==> src/rtl/adc_sample_fifo.sv <==
// 16-deep ADC sample FIFO with a simple register bus: pushes from the SPI front end, pops on DATA reads.
// Read data is combinational in the rd cycle; a full FIFO drops pushes and sets a sticky overflow flag.
module adc_sample_fifo #(
  parameter int C_S_AXI_ADDR_WIDTH = 9,
  parameter int C_S_AXI_DATA_WIDTH = 32,
  parameter int DEPTH_LOG2         = 4
) (
  input  logic                          S_AXI_ACLK,
  input  logic                          S_AXI_ARESETN,
  input  logic [15:0]                   sample_in,
  input  logic                          sample_valid,
  input  logic [C_S_AXI_ADDR_WIDTH-1:0] wrAddr,
  input  logic [C_S_AXI_DATA_WIDTH-1:0] wrData,
  input  logic                          wr,
  input  logic [C_S_AXI_ADDR_WIDTH-1:0] rdAddr,
  input  logic                          rd,
  output logic [C_S_AXI_DATA_WIDTH-1:0] rdData,
  output logic                          fifo_irq
);

  localparam int DEPTH = 1 << DEPTH_LOG2;
  localparam int CW    = DEPTH_LOG2 + 1;

  localparam logic [C_S_AXI_ADDR_WIDTH-1:0] A_DATA   = C_S_AXI_ADDR_WIDTH'(8'h00);
  localparam logic [C_S_AXI_ADDR_WIDTH-1:0] A_STATUS = C_S_AXI_ADDR_WIDTH'(8'h04);
  localparam logic [C_S_AXI_ADDR_WIDTH-1:0] A_CTRL   = C_S_AXI_ADDR_WIDTH'(8'h08);
  localparam logic [C_S_AXI_ADDR_WIDTH-1:0] A_THRESH = C_S_AXI_ADDR_WIDTH'(8'h0C);

  logic [15:0]           mem_q [DEPTH];
  logic [DEPTH_LOG2-1:0] wr_ptr_q, wr_ptr_d;
  logic [DEPTH_LOG2-1:0] rd_ptr_q, rd_ptr_d;
  logic [CW-1:0]         count_q, count_d;
  logic                  ovf_q, ovf_d;
  logic [4:0]            thresh_q, thresh_d;
  logic                  irq_q, irq_d;

  logic        full_w, empty_w, pop_w, push_ok_w, flush_w, clr_ovf_w;
  logic [31:0] status_w, rd_word_w;
  logic        unused_wrdata;

  assign full_w    = (count_q == CW'(DEPTH));
  assign empty_w   = (count_q == '0);
  assign pop_w     = rd && (rdAddr == A_DATA) && !empty_w;
  // A full FIFO still accepts a push when the same cycle pops.
  assign push_ok_w = sample_valid && (!full_w || pop_w);
  assign flush_w   = wr && (wrAddr == A_CTRL) && wrData[0];
  assign clr_ovf_w = wr && (wrAddr == A_CTRL) && wrData[1];

  assign unused_wrdata = ^wrData[C_S_AXI_DATA_WIDTH-1:5];

  always_comb begin
    wr_ptr_d = wr_ptr_q;
    rd_ptr_d = rd_ptr_q;
    count_d  = count_q;
    ovf_d    = ovf_q;
    thresh_d = thresh_q;
    if (flush_w) begin
      wr_ptr_d = '0;
      rd_ptr_d = '0;
      count_d  = '0;
    end else begin
      if (push_ok_w) wr_ptr_d = wr_ptr_q + DEPTH_LOG2'(1);
      if (pop_w)     rd_ptr_d = rd_ptr_q + DEPTH_LOG2'(1);
      count_d = count_q + CW'(push_ok_w) - CW'(pop_w);
    end
    // Set wins over a same-cycle clear.
    if (sample_valid && full_w && !pop_w) ovf_d = 1'b1;
    else if (clr_ovf_w)                   ovf_d = 1'b0;
    if (wr && (wrAddr == A_THRESH)) thresh_d = wrData[4:0];
    irq_d = (thresh_q != 5'd0) && (32'(count_q) >= 32'(thresh_q));
  end

  always_ff @(posedge S_AXI_ACLK or negedge S_AXI_ARESETN) begin
    if (!S_AXI_ARESETN) begin
      wr_ptr_q <= '0;
      rd_ptr_q <= '0;
      count_q  <= '0;
      ovf_q    <= 1'b0;
      thresh_q <= '0;
      irq_q    <= 1'b0;
    end else begin
      wr_ptr_q <= wr_ptr_d;
      rd_ptr_q <= rd_ptr_d;
      count_q  <= count_d;
      ovf_q    <= ovf_d;
      thresh_q <= thresh_d;
      irq_q    <= irq_d;
    end
  end

  always_ff @(posedge S_AXI_ACLK) begin
    if (push_ok_w && !flush_w) mem_q[wr_ptr_q] <= sample_in;
  end

  always_comb begin
    status_w        = '0;
    status_w[10]    = ovf_q;
    status_w[9]     = full_w;
    status_w[8]     = empty_w;
    status_w[4:0]   = 5'(count_q);
    rd_word_w       = '0;
    case (rdAddr)
      A_DATA:   rd_word_w = empty_w ? 32'h0 : {1'b1, 15'b0, mem_q[rd_ptr_q]};
      A_STATUS: rd_word_w = status_w;
      A_THRESH: rd_word_w = {27'b0, thresh_q};
      default:  rd_word_w = '0;
    endcase
  end

  assign rdData   = C_S_AXI_DATA_WIDTH'(rd_word_w);
  assign fifo_irq = irq_q;

endmodule

==> config.mk <==
export PLATFORM = sky130hd
export DESIGN_NAME = adc_sample_fifo
export DESIGN_NICKNAME = d
export VERILOG_FILES = /design/src/rtl/adc_sample_fifo.sv
export SDC_FILE = /design/constraint.sdc
export NUM_CORES = 1
export LEC_CHECK = 0
export BUFFER_PORTS_ARGS = -buffer_cell sky130_fd_sc_hd__buf_2
export CORE_AREA = 2 2 163 165
export CTS_CLUSTER_DIAMETER = 100
export DETAILED_ROUTE_END_ITERATION = 12
export DIE_AREA = 0 0 165 167
export GPL_TIMING_DRIVEN = 0
export HOLD_SLACK_MARGIN = 0.05
export SYNTH_ARGS = -nofsm -noshare
export SYNTH_HDL_FRONTEND = slang
export SYNTH_SLANG_ARGS = --single-unit
==> constraint.sdc <==
create_clock -name S_AXI_ACLK -period 5.5 [get_ports S_AXI_ACLK]
set_clock_uncertainty 0.05 [all_clocks]
set_input_delay 0.55 -clock S_AXI_ACLK [delete_from_list [all_inputs] [get_ports S_AXI_ACLK]]
set_output_delay 0.55 -clock S_AXI_ACLK [all_outputs]
set_load 0.02 [all_outputs]
Word-level counts from Yosys, hierarchy flattened
Memory sizes are Yosys's and may differ from the RTL's.
Cells that the tools add are included.
- add/sub/neg operators: 4
- order comparisons: 1
- equal/unequal tests: 5
- mux-type cells: 11
- reduce and logical (&&, ||, !) cells: 22
- operator list (operator ; number):
    $pmux 32 s3 ; 1
    $mux 32 ; 1
    $eq 9x4->1 const B ; 3
    $mux 4 ; 4
    $logic_and 1x1->1 ; 11
    $eq 9x3->1 const B ; 1
    $logic_not 9->1 ; 1
    $add 4x1->4 const B ; 2
    $reduce_bool 2->1 ; 3
    $add 5x1->5 ; 1
    $eq 5x5->1 const B ; 1
    $ge 5x5->1 ; 1
    $logic_not 5->1 ; 1
    $mux 5 ; 1
    $reduce_bool 5->1 ; 1
    $sub 5x1->5 ; 1
    $logic_not 1->1 ; 4
    $mux 1 ; 4
    $logic_or 1x1->1 ; 1
- bits in registers: 20
- RAM bits: 256
- bits of input ports: 71
- output and inout port bits: 33
- logic and storage cells: 50
- memories kept: 1
- memories (memory ; depth ; width ; read ports ; clocked after memory_dff ; wr ports ; line ; source):
    mem_q ; 16 ; 16 ; 1 ; 0 ; 1 ; 29 ; logic [15:0] mem_q [DEPTH];

Depth between registers and ports, before layout
Gate-level depths: netlist (run 1).
- word-level depth: 8
- mapped depth: 16
- gate-level depth less buffers: 16

Worst setup path before layout (run 1)
OpenSTA, ideal clock, no wires.
- path kind: input -> register
- start point: in wrAddr[3]
- end point: mem mem_q[0][0] (enable)
- setup time: 430 ps
- data arrival time: 2998 ps
- setup slack: 2022 ps
- cell stages on the path: 6
- cell sequence: nor3b_1 -> and4b_1 -> and3_1 -> nand2b_1 -> buf_2 -> nor4_1
- word-level cells in the longest chain between the ends: 7
- RTL lines (what ; line ; source):
    from (decl) ; 12 ; input logic [C_S_AXI_ADDR_WIDTH-1:0] wrAddr,
    $eq 9x4->1 ; 46 ; assign flush_w = wr && (wrAddr == A_CTRL) && wrData[0];
    $logic_and 1x1->1 (2 in series) ; 46 ;
    $logic_not 1->1 ; 92 ; if (push_ok_w && !flush_w) mem_q[wr_ptr_q] <= sample_in;
    $logic_and 1x1->1 ; 92 ;
    $mux 1 ; 92 ;
    $mux 1 (not written as such) ; 92 ;
    to (decl) ; 29 ;
Every way passes these cells.

Final worst setup path (run 1)
- start point: reg rd_ptr_q[3]
- end point: out rdData[3]
- word-level cells in the longest chain between the ends: 3
- RTL lines (what ; line ; source):
    from (decl) ; 31 ; logic [DEPTH_LOG2-1:0] rd_ptr_q, rd_ptr_d;
    from (signal assigned) ; 83 ; rd_ptr_q <= rd_ptr_d;
    $mem_v2 16x16 ; -- ;
    $mux 32 ; 103 ; A_DATA: rd_word_w = empty_w ? 32'h0 : {1'b1, 15'b0, mem_q[rd_ptr_q]};
    $pmux 32 s3 ; 102 ; case (rdAddr)
    to (decl) ; 17 ; output logic [C_S_AXI_DATA_WIDTH-1:0] rdData,
Every way passes these cells.

==> results of run 1 <==
==> power by group through the flow <==
stage	registers (mW)	clock network (mW)	logic, mW
3_3_place_gp	2.66	0	0.606
4_1_cts	2.62	1.86	0.737
5_1_grt	2.64	1.95	0.803
3_5_place_dp	2.66	0	0.733
2_1_floorplan	2.64	0	0.433
6_report	2.62	1.84	0.735
==> per-layer routing <==
metal  wire, um  up-vias  track usage
met1      10800     3143        0.260
met4        777        0       0.0628
met2      12000      217        0.301
met5          0        -            0
li1           -     2648            -
met3       1410       51       0.0227
==> synthesized netlist by cell type (6+ instances only) <==
| master | count | area (um2) |
|---|---|---|
| edfxtp_1 | 256 | 7690 |
| nor2_1 | 19 | 71.3 |
| nand2b_1 | 7 | 43.8 |
| nor2b_1 | 14 | 87.6 |
| o22ai_1 | 6 | 37.5 |
| a211oi_1 | 19 | 143 |
| mux4_2 | 64 | 1440 |
| nor3_1 | 15 | 75.1 |
| ha_1 | 16 | 200 |
| inv_1 | 21 | 78.8 |
| dfrtp_1 | 20 | 500 |
| buf_4 | 22 | 165 |
| mux2i_1 | 22 | 220 |
| buf_2 | 9 | 45.0 |
| a21oi_1 | 15 | 75.1 |
| mux2_2 | 10 | 113 |
| buf_6 | 6 | 67.6 |
| nand2_1 | 10 | 37.5 |
==> worst max-delay path: stages, from the launching register on <==
cell,delay (ns)
dfrtp_1,0.43
buf_2,0.35
buf_2,0.35
mux4_2,0.36
mux2i_1,0.23
nor2_1,0.08
a21oi_1,0.30
o22ai_1,0.13
buf_2,0.19
==> through the flow <==
stage | power (mW) | hold WS (ns) | std cells
6_report | 5.19 | 0.199 | 1089
5_1_grt | 5.39 | 0.181 | 1089
3_5_place_dp | 3.39 | 0.439 | 1037
4_1_cts | 5.22 | 0.182 | 1089
2_1_floorplan | 3.07 | 0.204 | 614
3_3_place_gp | 3.27 | 0.437 | 1009
==> kinds of logic after synthesis <==
family | Yosys count | synth area share
AND/OR/NAND/NOR | 86 | 0.0397
adder cells (fa/ha/maj) | 17 | 0.0193
XOR/XNOR | 9 | 0.00689
flip-flops | 276 | 0.716
multiplexers | 96 | 0.155
other | 1 | 0.000328
AO/OA/AOI/OAI | 49 | 0.0288
buffers and inverters | 66 | 0.0338
==> timing repair <==
action	CTS	global route
hold buffers	1	0
hold endpoints to repair	20	0
setup endpoints to repair	0	0
==> state kept, by name, summed over array words and instances, names as in the netlist <==
signal,cells
thresh_q,5
count_q,5
mem_q,256
wr_ptr_q,4
rd_ptr_q,4
fifo_irq,1
ovf_q,1
==> area by class of cell <==
| type | count | area [um2] | share of cell area |
|---|---|---|---|
| repair buffers | 89 | 641 | 0.0474 |
| multi-input cells | 272 | 3000 | 0.221 |
| well taps | 335 | 419 | 0.0310 |
| inverters | 21 | 78.8 | 0.00583 |
| plain buffers | 45 | 308 | 0.0228 |
| clock buffers | 34 | 744 | 0.0550 |
| clock inverters | 17 | 153 | 0.0113 |
| flip-flops and latches | 276 | 8190 | 0.605 |
==> worst max-delay path by stage <==
stage,from,endpoint,slack (ns)
floorplan,wrAddr[3],mem_q[0][0],2.02
global placement,rdAddr[4],mem_q[0][13],0.01
detailed placement,rdAddr[4],count_q[4],2.05
CTS,rd_ptr_q[3],rdData[14],1.88
global route,count_q[2],rdData[4],1.80
finish,rd_ptr_q[3],rdData[3],1.94
==> out/results.tsv, run 1 <==
metric	value	unit
outcome	finished, final reports clean	
clk root buf	clkbuf_16	
antenna violations before repair	0	
die extent in x	165	um
most frequent cells in the layout	256 x edfxtp_1, 69 x buf_2, 64 x mux4_2, 29 x clkbuf_16, 27 x buf_4	
Mean Syn Cell Area	19.1	um2
initial DRC count	524	
Total Routing Usage GR	0.185	
Power Density	383	nW/um2
Startpoint Class	register	
fin. max-slew vios	0	
iteration count of the initial detailed-routing pass	5	
RSZ-0062 raised after global routing	false	
# DRC	0	
fraction of layout cells with a size suffix above 1	0.344	
post-CTS setup buffer count	0	
Final Cycle Share	0.648	
Setup WS post-layout	1.94	ns
worst reg2reg setup slack	2.28	ns
Comb pwr share	0.142	
Worst-Margin Slew	1.11	ns
layout net count	821	
Max H-tree Level	1	
min Tclk post-route	3.56	ns
Design Area, Final	13500	um2
fillers	2042	
most common cell after layout, fill and taps aside	edfxtp_1	
via density per instance	5.56	
CTS resizes	0	
GPL Wtd Cong	0.815	
Rows	59	
Rel. slew slack	0.251	
switching share of total power	0.251	
maximum VDD drop	204	uV
total gr overflow	0	
# diodes	0	
die area	27600	um2
Req. time, crit path	4.90	ns
Avg WL per Cell	22.9	um
Clk pwr share	0.354	
Yosys cell types	38	
fraction of synthesis flops using an asynchronous set or reset pin	0.0725	
total number of vias	6059	
area delta synth->final	18.3	%
sequential share of power	0.504	
Maximum Capacitance Violations	0	
Setup TNS Final	0	ns
Final Hold Vio Count	0	
Worst-path clk slew	0.06	ns
Clock Latency Late Sink	0.54	ns
Synth Flop Type	edfxtp_1	
DP Area	12600	um2
hold_sp	wrData[4]	
antenna viol nets, final	0	
Post-synth EDFFs	256	
YS warnings	0	
DP Worst Slack	2.05	ns
area of the core	25800	um2
final setup vio count	0	
Hold Crit Class	primary input to register	
CTS Buffer Depth	3	
Die Y	167	um
Synth Cell Area	11400	um2
leak pwr	4.65	nW
vias in the first global route	6311	
CP Class	register to output port	
I/O Pins	104	
Port Buffer Count	60	
number of synthesized register bits	276	
Pint	3.89	mW
post-synthesis sequential area ratio	0.716	
Hold Path Cell Cnt	2	
WL final	25000	um
Endpoint, Worst Hold	thresh_q[4]	
critical path fanouts, max	10	
Psw	1.30	mW
largest net degree at the start of global routing	21	
reg-to-reg critical path endpoint	count_q[4]	
Crit path arrival time	2.96	ns
CTS sink cnt	276	
Synth Instances	600	
TritonCTS buffer count	28	
Starting Density	0.444	
Fmax	281	MHz
CTS tree	yes	
post-layout util	0.525	
Worst Reg-to-Reg Cells	16	
HPWL after DPL	17300	um
R2R Path Start	count_q[2]	
first-pass GRT wire length	37700	um
crit end category	output port	
(Power assumes the default switching activity.)
==> run 2: changes to the inputs <==
clock period = 3.4 ns   (was 5.5 ns; I/O delays follow)
==> run 2 against run 1 <==
Clock-buffer cell count unchanged. Utilization up 0.28 points. Sequential power up 61%. First-iteration DRC count up 5.3%. Sequential share of layout area down 0.32 points. Routed wire length about the same. Cell count up 0.55%.
==> out/results.tsv, run 2 (synthesis gave the netlist of run 1 again) <==
metric	value	unit
outcome	finished, final reports clean	
RSZ-0062 raised after global routing	false	
slowest cell delay on critical path	0.55	ns
Crit path arrival time	2.90	ns
Hold Path Cell Cnt	1	
CTS Buffer Depth	3	
first-pass GRT wire length	37700	um
total number of vias	6058	
die area	27600	um2
layout net count	827	
WL final	25000	um
Req. time, crit path	3.01	ns
Clock Latency Late Sink	0.54	ns
Hold Crit Class	primary input to register	
reg-to-reg critical path endpoint	mem_q[15][10]	
Largest Register	mem_q	
Worst-path clk slew	0.06	ns
Rows	59	
Design Area, Final	13600	um2
Top Registers	mem_q: 256 flops, count_q: 5 flops, thresh_q: 5 flops	
fraction of layout cells with a size suffix above 1	0.345	
Endpoint, Worst Hold	mem_q[7][8]	
most common cell after layout, fill and taps aside	edfxtp_1	
HPWL after DPL	17300	um
critical path fanouts, max	10	
hold_sp	sample_in[8]	
antenna violations before repair	0	
DP Area	12600	um2
Total Routing Usage GR	0.185	
fillers	2034	
post-CTS setup buffer count	0	
post-layout util	0.528	
total gr overflow	0	
# diodes	0	
area of the core	25800	um2
CTS tree	yes	
via density per instance	5.53	
Avg WL per Cell	22.8	um
I/O Pins	104	
Fmax	304	MHz
fin. max-slew vios	0	
vias in the first global route	6335	
maximum VDD drop	330	uV
Slowest cell on crit path	buf_1	
final setup vio count	0	
worst reg2reg setup slack	0.26	ns
Max H-tree Level	1	
Maximum Capacitance Violations	0	
Starting Density	0.444	
CP Class	register to output port	
Power Density	617	nW/um2
antenna viol nets, final	0	
# DRC	0	
R2R Path Start	count_q[2]	
die extent in x	165	um
Worst-Margin Slew	1.10	ns
area delta synth->final	18.9	%
Die Y	167	um
initial DRC count	552	
TritonCTS buffer count	28	
Rel. slew slack	0.260	
Final Hold Vio Count	0	
GPL Wtd Cong	0.815	
Worst Reg-to-Reg Cells	10	
clk root buf	clkbuf_16	
most frequent cells in the layout	256 x edfxtp_1, 68 x buf_2, 64 x mux4_2, 29 x clkbuf_16, 27 x buf_4	
Port Buffer Count	60	
crit end category	output port	
Setup TNS Final	0	ns
min Tclk post-route	3.29	ns
iteration count of the initial detailed-routing pass	5	
Startpoint Class	register	
max reg flops	256	
leak pwr	4.68	nW
CTS sink cnt	276	
Critical Path, Cell by Cell	buf_1 > mux4_2 > mux2_2 > a21oi_1 > o22ai_1 > buf_2	
largest net degree at the start of global routing	21	
Final Cycle Share	0.968	
[run 2: cell count changes in the layout (fill, tap and decap cells not counted)]
cell,previous run,this run
clkbuf_1,9,8
a21oi_1,15,14
a21oi_2,0,1
dlygate4sd3_1,1,7
clkbuf_2,0,1
clkbuf_4,0,2
buf_1,4,3
buf_2,69,68
[run 2: final cells by class]
class                   count  area [um2]  share of cell area
clock inverters            17         153              0.0112
well taps                 335         419              0.0308
plain buffers              45         315              0.0232
repair buffers             95         701              0.0515
clock buffers              34         744              0.0547
inverters                  21        78.8             0.00580
flip-flops and latches    276        8190               0.602
multi-input cells         272        3000               0.221
[run 2: where the power goes]
part           switching (mW)  total (mW)  internal, mW  leakage (nW)
registers               0.138        4.23          4.09          2.57
logic                   0.711        1.19         0.482          1.68
clock network            1.25        2.96          1.71         0.435
total                    2.10        8.39          6.29          4.68
[run 2: timing repair]
| item | 4_1_cts | 5_1_grt |
|---|---|---|
| gates resized for setup | 1 | 5 |
| endpoints found under the hold margin | 26 | 0 |
| hold buffers | 7 | 0 |
| endpoints found under the setup margin | 1 | 8 |
[run 2: metal layers]
metal | part of all wire | track usage | wire length, um
met1 | 0.43 | 0.260 | 10800
met2 | 0.48 | 0.302 | 12000
met3 | 0.058 | 0.0224 | 1450
met4 | 0.030 | 0.0628 | 758
met5 | 0 | 0 | 0
[run 2: worst max-delay path, delay by kind of cell, from the launching register on]
| kind | cells | cell delay [ns] |
|---|---|---|
| muxes | 2 | 0.70 |
| AOI/OAI and AO/OA | 2 | 0.51 |
| buffers and inverters | 2 | 0.73 |
| DFF | 1 | 0.43 |
[run 2: how the worst max path moves through the flow]
stage | start | cells past startpoint | slack, ns | endpoint
final | rd_ptr_q[3] | 6 | 0.11 | rdData[4]
after global routing | rd_ptr_q[3] | 6 | 0.0002 | rdData[1]
after CTS | count_q[2] | 8 | 0.06 | rdData[4]
after detailed placement | rdAddr[4] | 15 | 0.16 | count_q[4]
after global placement | count_q[2] | 8 | -1.89 | mem_q[0][13]
after floorplan | count_q[2] | 8 | 0.08 | mem_q[0][0]
[run 2: stage by stage]
step           hold WS [ns]  total power, mW  cells  setup slack, ns
2_1_floorplan      -0.00559             4.97    614           0.0787
3_3_place_gp          0.268             5.29   1009            -1.89
3_5_place_dp          0.272             5.49   1037            0.159
4_1_cts              0.0983             8.45   1095           0.0647
5_1_grt               0.117             8.72   1095         0.000240
6_report              0.123             8.39   1095            0.110
